--- src/rtl/dram_req_pkg.sv ---
// Shared types and helpers for the DRAM request queue: request/response
// records and the FIFO pointer-width function.
package dram_req_pkg;

    // Record field widths; the queue's ADDR_WIDTH/DATA_WIDTH default to these.
    localparam int REQ_ADDR_W = 32;
    localparam int REQ_DATA_W = 32;

    typedef struct packed {
        logic                  we;
        logic [REQ_ADDR_W-1:0] addr;
        logic [REQ_DATA_W-1:0] wdata;
    } dram_req_t;

    typedef struct packed {
        logic                  we;
        logic [REQ_DATA_W-1:0] rdata;
        logic                  err;
    } dram_rsp_t;

    function automatic int ptr_width(input int depth);
        return (depth > 1) ? $clog2(depth) : 1;
    endfunction

endpackage

--- src/rtl/sync_fifo_sa.sv ---
// Show-ahead synchronous FIFO: the head entry is visible on o_data while
// not empty. Pushes when full and pops when empty are ignored.
module sync_fifo_sa
    import dram_req_pkg::*;
#(
    parameter int  WIDTH = 8,
    parameter int  DEPTH = 16,
    localparam int PTR_W = ptr_width(DEPTH)
) (
    input  logic             clk,
    input  logic             rst,
    input  logic             i_push,
    input  logic [WIDTH-1:0] i_data,
    input  logic             i_pop,
    output logic [WIDTH-1:0] o_data,
    output logic [PTR_W:0]   o_count,
    output logic             o_full,
    output logic             o_empty
);

    localparam logic [PTR_W:0]   CNT_FULL = (PTR_W+1)'(DEPTH);
    localparam logic [PTR_W:0]   CNT_ONE  = (PTR_W+1)'(1);
    localparam logic [PTR_W-1:0] PTR_ONE  = PTR_W'(1);

    logic [WIDTH-1:0] r_mem [DEPTH];
    logic [PTR_W-1:0] r_wr_ptr;
    logic [PTR_W-1:0] r_rd_ptr;
    logic [PTR_W:0]   r_count;
    logic             w_push;
    logic             w_pop;

    assign o_full  = (r_count == CNT_FULL);
    assign o_empty = (r_count == '0);
    assign w_push  = i_push && !o_full;
    assign w_pop   = i_pop && !o_empty;
    assign o_count = r_count;
    // Zero the head while empty so the command bus reads 0 after reset.
    assign o_data  = o_empty ? '0 : r_mem[r_rd_ptr];

    always_ff @(posedge clk) begin
        if (w_push) begin
            r_mem[r_wr_ptr] <= i_data;
        end
    end

    always_ff @(posedge clk) begin
        if (rst) begin
            r_wr_ptr <= '0;
            r_rd_ptr <= '0;
            r_count  <= '0;
        end else begin
            if (w_push) begin
                r_wr_ptr <= r_wr_ptr + PTR_ONE;
            end
            if (w_pop) begin
                r_rd_ptr <= r_rd_ptr + PTR_ONE;
            end
            case ({w_push, w_pop})
                2'b10:   r_count <= r_count + CNT_ONE;
                2'b01:   r_count <= r_count - CNT_ONE;
                default: r_count <= r_count;
            endcase
        end
    end

endmodule

--- src/rtl/dram_req_queue.sv ---
// Request queue between the GPU core DRAM port and the single-beat AXI master:
// buffers requests, caps outstanding transactions, returns responses in order.
// Optional statistics counters are enabled with `define DRAM_REQ_STATS_EN.
module dram_req_queue
    import dram_req_pkg::*;
#(
    parameter int ADDR_WIDTH = REQ_ADDR_W,
    parameter int DATA_WIDTH = REQ_DATA_W,
    parameter int DEPTH      = 16,
    parameter int MAX_OUT    = 4
) (
    input  logic                  clk,
    input  logic                  rst,
    input  logic                  i_req_valid,
    output logic                  o_req_ready,
    input  logic                  i_req_we,
    input  logic [ADDR_WIDTH-1:0] i_req_addr,
    input  logic [DATA_WIDTH-1:0] i_req_wdata,
    output logic                  o_cmd_valid,
    input  logic                  i_cmd_ready,
    output logic                  o_cmd_we,
    output logic [ADDR_WIDTH-1:0] o_cmd_addr,
    output logic [DATA_WIDTH-1:0] o_cmd_wdata,
    input  logic                  i_rsp_valid,
    input  logic                  i_rsp_we,
    input  logic [DATA_WIDTH-1:0] i_rsp_rdata,
    input  logic                  i_rsp_err,
    output logic                  o_rd_valid,
    output logic [DATA_WIDTH-1:0] o_rd_data,
    output logic                  o_wr_ack,
    output logic                  o_err,
    input  logic                  i_err_clr,
    output logic                  o_idle
`ifdef DRAM_REQ_STATS_EN
    ,
    output logic [31:0]           o_stat_rd_cnt,
    output logic [31:0]           o_stat_wr_cnt,
    output logic [31:0]           o_stat_stall_cnt
`endif
);

    localparam int             PTR_W     = ptr_width(DEPTH);
    localparam logic [3:0]     MAX_OUT_C = 4'(MAX_OUT);
    localparam logic [3:0]     OUT_ONE   = 4'd1;
    localparam logic [PTR_W:0] CNT_ONE   = (PTR_W+1)'(1);

    dram_req_t      w_req_in;
    dram_req_t      w_head;
    dram_rsp_t      w_rsp;
    logic [PTR_W:0] w_count;
    logic [PTR_W:0] w_cnt_next;
    logic           w_full;
    logic           w_empty;
    logic           w_push;
    logic           w_pop;
    logic           w_cmd_valid;
    logic           w_spurious;
    logic           w_rsp_ok;
    logic [3:0]     w_out_next;

    logic [3:0]            r_outstanding;
    logic                  r_rd_valid;
    logic [DATA_WIDTH-1:0] r_rd_data;
    logic                  r_wr_ack;
    logic                  r_err;
    logic                  r_idle;

    always_comb begin
        w_req_in       = '0;
        w_req_in.we    = i_req_we;
        w_req_in.addr  = i_req_addr;
        w_req_in.wdata = i_req_wdata;
        w_rsp          = '0;
        w_rsp.we       = i_rsp_we;
        w_rsp.rdata    = i_rsp_rdata;
        w_rsp.err      = i_rsp_err;
    end

    sync_fifo_sa #(
        .WIDTH ($bits(dram_req_t)),
        .DEPTH (DEPTH)
    ) u_fifo (
        .clk     (clk),
        .rst     (rst),
        .i_push  (w_push),
        .i_data  (w_req_in),
        .i_pop   (w_pop),
        .o_data  (w_head),
        .o_count (w_count),
        .o_full  (w_full),
        .o_empty (w_empty)
    );

    assign o_req_ready = !w_full;
    assign w_push      = i_req_valid && !w_full;
    assign w_cmd_valid = !w_empty && (r_outstanding < MAX_OUT_C);
    assign w_pop       = w_cmd_valid && i_cmd_ready;
    assign o_cmd_valid = w_cmd_valid;
    assign o_cmd_we    = w_head.we;
    assign o_cmd_addr  = w_head.addr;
    assign o_cmd_wdata = w_head.wdata;

    // A response with nothing outstanding is spurious: flagged, never counted.
    assign w_spurious = i_rsp_valid && (r_outstanding == '0);
    assign w_rsp_ok   = i_rsp_valid && !w_spurious;

    always_comb begin
        w_out_next = r_outstanding;
        if (w_pop && !w_rsp_ok) begin
            w_out_next = r_outstanding + OUT_ONE;
        end else if (!w_pop && w_rsp_ok) begin
            w_out_next = r_outstanding - OUT_ONE;
        end
    end

    always_comb begin
        w_cnt_next = w_count;
        if (w_push && !w_pop) begin
            w_cnt_next = w_count + CNT_ONE;
        end else if (!w_push && w_pop) begin
            w_cnt_next = w_count - CNT_ONE;
        end
    end

    always_ff @(posedge clk) begin
        if (rst) begin
            r_outstanding <= '0;
            r_rd_valid    <= 1'b0;
            r_rd_data     <= '0;
            r_wr_ack      <= 1'b0;
            r_err         <= 1'b0;
            r_idle        <= 1'b1;
        end else begin
            r_outstanding <= w_out_next;
            r_rd_valid    <= w_rsp_ok && !w_rsp.we;
            r_wr_ack      <= w_rsp_ok && w_rsp.we;
            if (w_rsp_ok && !w_rsp.we) begin
                r_rd_data <= w_rsp.rdata;
            end
            // Setting takes priority over a same-cycle clear.
            if ((i_rsp_valid && w_rsp.err) || w_spurious) begin
                r_err <= 1'b1;
            end else if (i_err_clr) begin
                r_err <= 1'b0;
            end
            r_idle <= (w_cnt_next == '0) && (w_out_next == '0);
        end
    end

    assign o_rd_valid = r_rd_valid;
    assign o_rd_data  = r_rd_data;
    assign o_wr_ack   = r_wr_ack;
    assign o_err      = r_err;
    assign o_idle     = r_idle;

`ifdef DRAM_REQ_STATS_EN
    logic [31:0] r_stat_rd_cnt;
    logic [31:0] r_stat_wr_cnt;
    logic [31:0] r_stat_stall_cnt;

    always_ff @(posedge clk) begin
        if (rst || i_err_clr) begin
            r_stat_rd_cnt    <= '0;
            r_stat_wr_cnt    <= '0;
            r_stat_stall_cnt <= '0;
        end else begin
            if (w_pop && !w_head.we) begin
                r_stat_rd_cnt <= r_stat_rd_cnt + 32'd1;
            end
            if (w_pop && w_head.we) begin
                r_stat_wr_cnt <= r_stat_wr_cnt + 32'd1;
            end
            if (!w_empty && !w_cmd_valid) begin
                r_stat_stall_cnt <= r_stat_stall_cnt + 32'd1;
            end
        end
    end

    assign o_stat_rd_cnt    = r_stat_rd_cnt;
    assign o_stat_wr_cnt    = r_stat_wr_cnt;
    assign o_stat_stall_cnt = r_stat_stall_cnt;
`endif

endmodule

--- config.mk ---
export PLATFORM = sky130hd
export DESIGN_NAME = dram_req_queue
export DESIGN_NICKNAME = d
export VERILOG_FILES = /design/src/rtl/dram_req_pkg.sv /design/src/rtl/sync_fifo_sa.sv /design/src/rtl/dram_req_queue.sv
export SDC_FILE = /design/constraint.sdc
export NUM_CORES = 1
export LEC_CHECK = 0
export CELL_PAD_IN_SITES_DETAIL_PLACEMENT = 0
export CELL_PAD_IN_SITES_GLOBAL_PLACEMENT = 1
export CORE_ASPECT_RATIO = 1.1
export CORE_MARGIN = 4
export CORE_UTILIZATION = 60
export CTS_BUF_LIST = sky130_fd_sc_hd__clkbuf_8
export DETAILED_ROUTE_END_ITERATION = 12
export GPL_TIMING_DRIVEN = 1
export PLACE_DENSITY_LB_ADDON = 0.1
export SYNTH_ARGS = -nofsm -noshare
export SYNTH_HDL_FRONTEND = slang
export SYNTH_SLANG_ARGS = --single-unit
--- constraint.sdc ---
create_clock -name clk -period 21.8 [get_ports clk]
set_input_delay 4.36 -clock clk [delete_from_list [all_inputs] [get_ports clk]]
set_output_delay 4.36 -clock clk [all_outputs]
set_load 0.02 [all_outputs]
; Word level (Yosys, flattened, before mapping)
; Memories as Yosys holds them, arrays and structs flattened. A register that Yosys moved wholly into a read port is not among the register bits.
; Cells that the tools add are included.
; W data, S select, Z words.
[word_totals]
ram_bits = 1040
regBits = 53
n_memories = 1
out_inout_bits = 103
in_bits = 105
wordCells = 61
[memory_table]
columns = name, depth, word_bits, rd, rd_clocked_by_memory_dff, write_ports, line_no
row1 = u_fifo.r_mem, 16, 65, 1, 1, 1, sync_fifo_sa.sv:25  ; logic [WIDTH-1:0] r_mem [DEPTH];
[op_classes]
add_sub_neg = 6
n_eq_ne = 3
reduce_logical = 29
order_cmp = 1
n_mux = 12
[op_table]
columns = cell, n
row1 = $mux W65, 1
row2 = $mux W4, 4
row3 = $logic_and A1 B1 Y1, 15
row4 = $add A4 B1 Y4 const B, 3
row5 = $logic_not A5 Y1, 2
row6 = $mux W5, 2
row7 = $pmux W5 S2, 1
row8 = $logic_not A4 Y1, 2
row9 = $logic_not A1 Y1, 7
row10 = $add A5 B1 Y5 const B, 1
row11 = $eq A5 B5 Y1 const B, 1
row12 = $sub A5 B1 Y5 const B, 1
row13 = $lt A4 B3 Y1 const B, 1
row14 = $mux W1, 4
row15 = $reduce_bool A2 Y1, 2
row16 = $sub A4 B1 Y4 const B, 1
row17 = $eq A2 B1 Y1 const B, 1
row18 = $eq A2 B2 Y1 const B, 1
row19 = $logic_or A1 B1 Y1, 1

; Depth between registers and ports, before layout
[depth]
ltp_word = 10
mapped_depth = 13

; Hierarchy
; From an unflattened synthesis, not the netlist that was laid out.
[unflattened]
cells_unflattened = 1934
area_unflattened_um2 = 42175.4
[modules_own_cells]
columns = mod, cells_per_inst, n_inst, area_per_inst_um2
row1 = sync_fifo_sa, 1711, 1, 40430.0
row2 = dram_req_queue, 223, 1, 1745.4

; Worst setup path before layout
; OpenSTA, ideal clock, no wires.
[synth_path]
path_type = input to register
startpoint = input port i_req_valid
endpoint = memory u_fifo.r_mem[3][0] (netlist bit) (enable)
setup_slack_ns = 11.907
n_path_buf = 1
cell_stages = 4
t_arrival_ns = 9.325
cell_sequence = and2_1 -> clkbuf_1 -> nand2_1 -> nor3_1
[synth_between]
elab_chain_len = 4
[synth_rtl]
columns = item, line_no
row1 = "start, declared", dram_req_queue.sv:14  ; input logic i_req_valid,
row2 = $logic_and A1 B1 Y1, dram_req_queue.sv:95  ; assign w_push = i_req_valid && !w_full;
row3 = $logic_and A1 B1 Y1, sync_fifo_sa.sv:34  ; assign w_push = i_push && !o_full;
row4 = $mux W1, sync_fifo_sa.sv:41  ; if (w_push) begin
row5 = $mux W1 (implied by the code), sync_fifo_sa.sv:42  ; r_mem[r_wr_ptr] <= i_data;
row6 = "end, declared", sync_fifo_sa.sv:25
; Every way passes these cells.

==> out/metrics.yaml <==
status: "finished, final reports clean"
fin_crit_sh_pct: 44.70
grt_max_degree: 75
portBuffers: 207
die_y_um: 285.0
first_global_vias: 20588
slowest_stage: "buf_4"
slew_viol_final: 0
antenna_found_initial: 4
overflow: 0
syn_avg_cell_area_um2: 22.99
drtIter0Drc: 1793
slew-limit-headroom_pct: 18.96
crit_path_cell_trace: "buf_4 > buf_4 > mux4_2 > mux4_2 > and2_1 > clkdlybuf4s50_1"
core_um2: 69130
synthTopCellsByCount: "1,040 x edfxtp_1, 325 x mux4_2, 78 x nand2_1"
rsz0062_at_grt: "no"
cts_tree: "built"
start_kind: "flip-flop"
yosys.area.top_type: "edfxtp_1"
cts_resized: 0
synth_seq_area_share_pct: 77.32
fmax_mhz: 102.6
ant_nets: 0
drive_gt1_share_pct: 26.83
tightest_slew_ps: 1214
rrSetupSlack_ps: 17910
ys_seq_elements: 1097
total_power_w: 0.005198
wl_per_cell_um: 28.42
layout_min_cycle_time_ps: 9745
peakVddDrop_v: 0.00007235
syn-num-nets: 1936
leakagePower_nw: 14.86
cap_violations: 0
cts_buffer_depth: 3
slowest_delay_ps: 1010
crit_path_end_kind: "output port"
p_per_area_nw_per_um2: 108.0
synth_ff_type: "edfxtp_1"
synthToLayoutAreaGrowth_pct: 14.91
final_nets: 2252
remaining_drc_errors: 0
cp_max_fo: 74
netlist_instances: 1821
insertion_delay_ps: 800
place_hpwl_um: 45920
required_ps: 17440
dieArea_um2: 74070
via_per_inst: 6.196
htree_num_levels: 4
dp_cells: 2896
yosysMostFrequentCell: "edfxtp_1"
cts.sinks: 1097
post-place-ws_ps: 12830
root_buffer: "clkbuf_8"
cts_setup_buffers: 0
wl_um: 90630
syn-cell-area_um2: 41870
core.rowCount: 101
finalSetupViolCount: 0
synth.area.top_cells: "edfxtp_1 75%, mux4_2 17%, dfxtp_1 2.7%, and2_1 1.0%, nand2_1 0.70%"
synth_top_area_share_pct: 74.60
synth.distinct_cells: 43
hold_viol: 0
skew_ps: 21.82
clk_pin_slew_ps: 60
dr.pass1.iters: 5
dieWidth_um: 259.9
hold_path_class: "flip-flop to flip-flop"
synth_warnings: 0
setup_slack_ps: 12060
synth_edf_count: 1040
worstPathArrival_ps: 5380
io_pins: 208
place.gp.congestion: 0.7316
grt_pass1_wl_um: 134600
track_usage_pct: 25.06
cts_hold_buf: 0
async_flop_share_pct: 0
worstSetupPathType: "flip-flop to output port"
setup_tns_ps: 0
start_util_pct: 60.56
vias: 19760
cts_inserted_buffers: 166
fin_cells: 3189
-- cell type report --
cell class | count | area [µm²]
antenna | 3 | 7.507
clock inverter | 114 | 653.1
timing repair buffer | 248 | 2375
inverter | 11 | 41.29
multi-input combinational | 613 | 9064
tap | 927 | 1160
fill | 4326 | 21020
sequential | 1097 | 32390
clock buffer | 176 | 2422
-- cell usage in the layout (no fill, tap or decap), drive strengths merged, types with 3 or more instances in the layout --
cell / n
nor3: 7
and2: 68
clkdlybuf4s50: 206
xor2: 6
nor2: 30
inv: 52
edfxtp: 1040
clkinv: 59
nand2b: 3
ha: 10
nor2b: 3
a31oi: 3
bufinv: 6
a221oi: 3
buf: 42
clkinvlp: 8
dfxtp: 57
a21oi: 39
clkbuf: 176
nand3: 4
mux4: 325
diode: 3
xnor2: 9
o21ai: 3
nand4: 3
nand2: 78
-- stage by stage --
stage | utilization, % | cell area, µm² | hold slack [ps]
2_1_floorplan | - | 41870 | 467.8
5_1_grt | 69.60 | 48110 | 473.1
6_report | 69.60 | 48110 | 452.5
4_1_cts | 69.59 | 48100 | 454.3
3_5_place_dp | 65.14 | 45030 | 446.4
3_3_place_gp | 65.14 | 45030 | 441.1
-- final timing paths --
| path | from | to | cells past startpoint |
|---|---|---|---|
| worst max-delay path | flip-flop | o_cmd_addr[18] | 6 |
| worst min-delay path | o_rd_data[20]$_SDFFE_PP0P_ | o_rd_data[20]$_SDFFE_PP0P_ | 2 |
| worst max register to register | u_fifo.o_count[0]$_SDFFE_PP0P_ | u_fifo.r_mem[7][54]$_DFFE_PP_ | 7 |
| worst min register to register | o_rd_data[20]$_SDFFE_PP0P_ | o_rd_data[20]$_SDFFE_PP0P_ | 2 |
-- state kept, by name (all words and copies together) (netlist names), named ones only --
name	count
o_rd_data	32
o_wr_ack	1
u_fifo.r_rd_ptr	4
o_rd_valid	1
r_outstanding	4
o_err	1
o_idle	1
u_fifo.r_mem	1040
u_fifo.o_count	5
u_fifo.r_wr_ptr	4
-- per-layer routing --
metal | share of wire [%] | routed length (µm) | up-vias | global-route usage, %
met4 | 1.9 | 1713 | 2 | 6.841
li1 | - | - | 8283 | -
met5 | 0.014 | 13 | - | 0
met1 | 40 | 36350 | 10502 | 36.08
met2 | 51 | 45880 | 847 | 40.54
met3 | 7.4 | 6672 | 126 | 4.770
-- power by group --
group | internal [W] | total [W] | switching (W)
Clock | 0.000815 | 0.00156 | 0.000748
Combinational | 0.000631 | 0.00122 | 0.000590
Sequential | 0.00236 | 0.00241 | 0.0000503
Total | 0.00381 | 0.00520 | 0.00139
-- kinds of logic (layout without fill, tap and decap cells) --
logic type,Yosys count,in the layout,share of synthesized area (%)
multiplexers,326,326,17.51
buffers and inverters,111,549,1.297
XOR/XNOR,15,15,0.3138
adder cells (fa/ha/maj),11,11,0.3258
AO/OA/AOI/OAI,53,53,0.7382
flip-flops,1097,1097,77.32
AND/OR/NAND/NOR,208,208,2.496
other,0,3,0
-- critical path, delay by kind of cell (launching register included) --
family                 cells  cell delay (ps)
and+or+nand+nor            1              200
buffers and inverters      3             2490
muxes                      2              960
DFF                        1              840
Power figures use the tool's default switching activity.
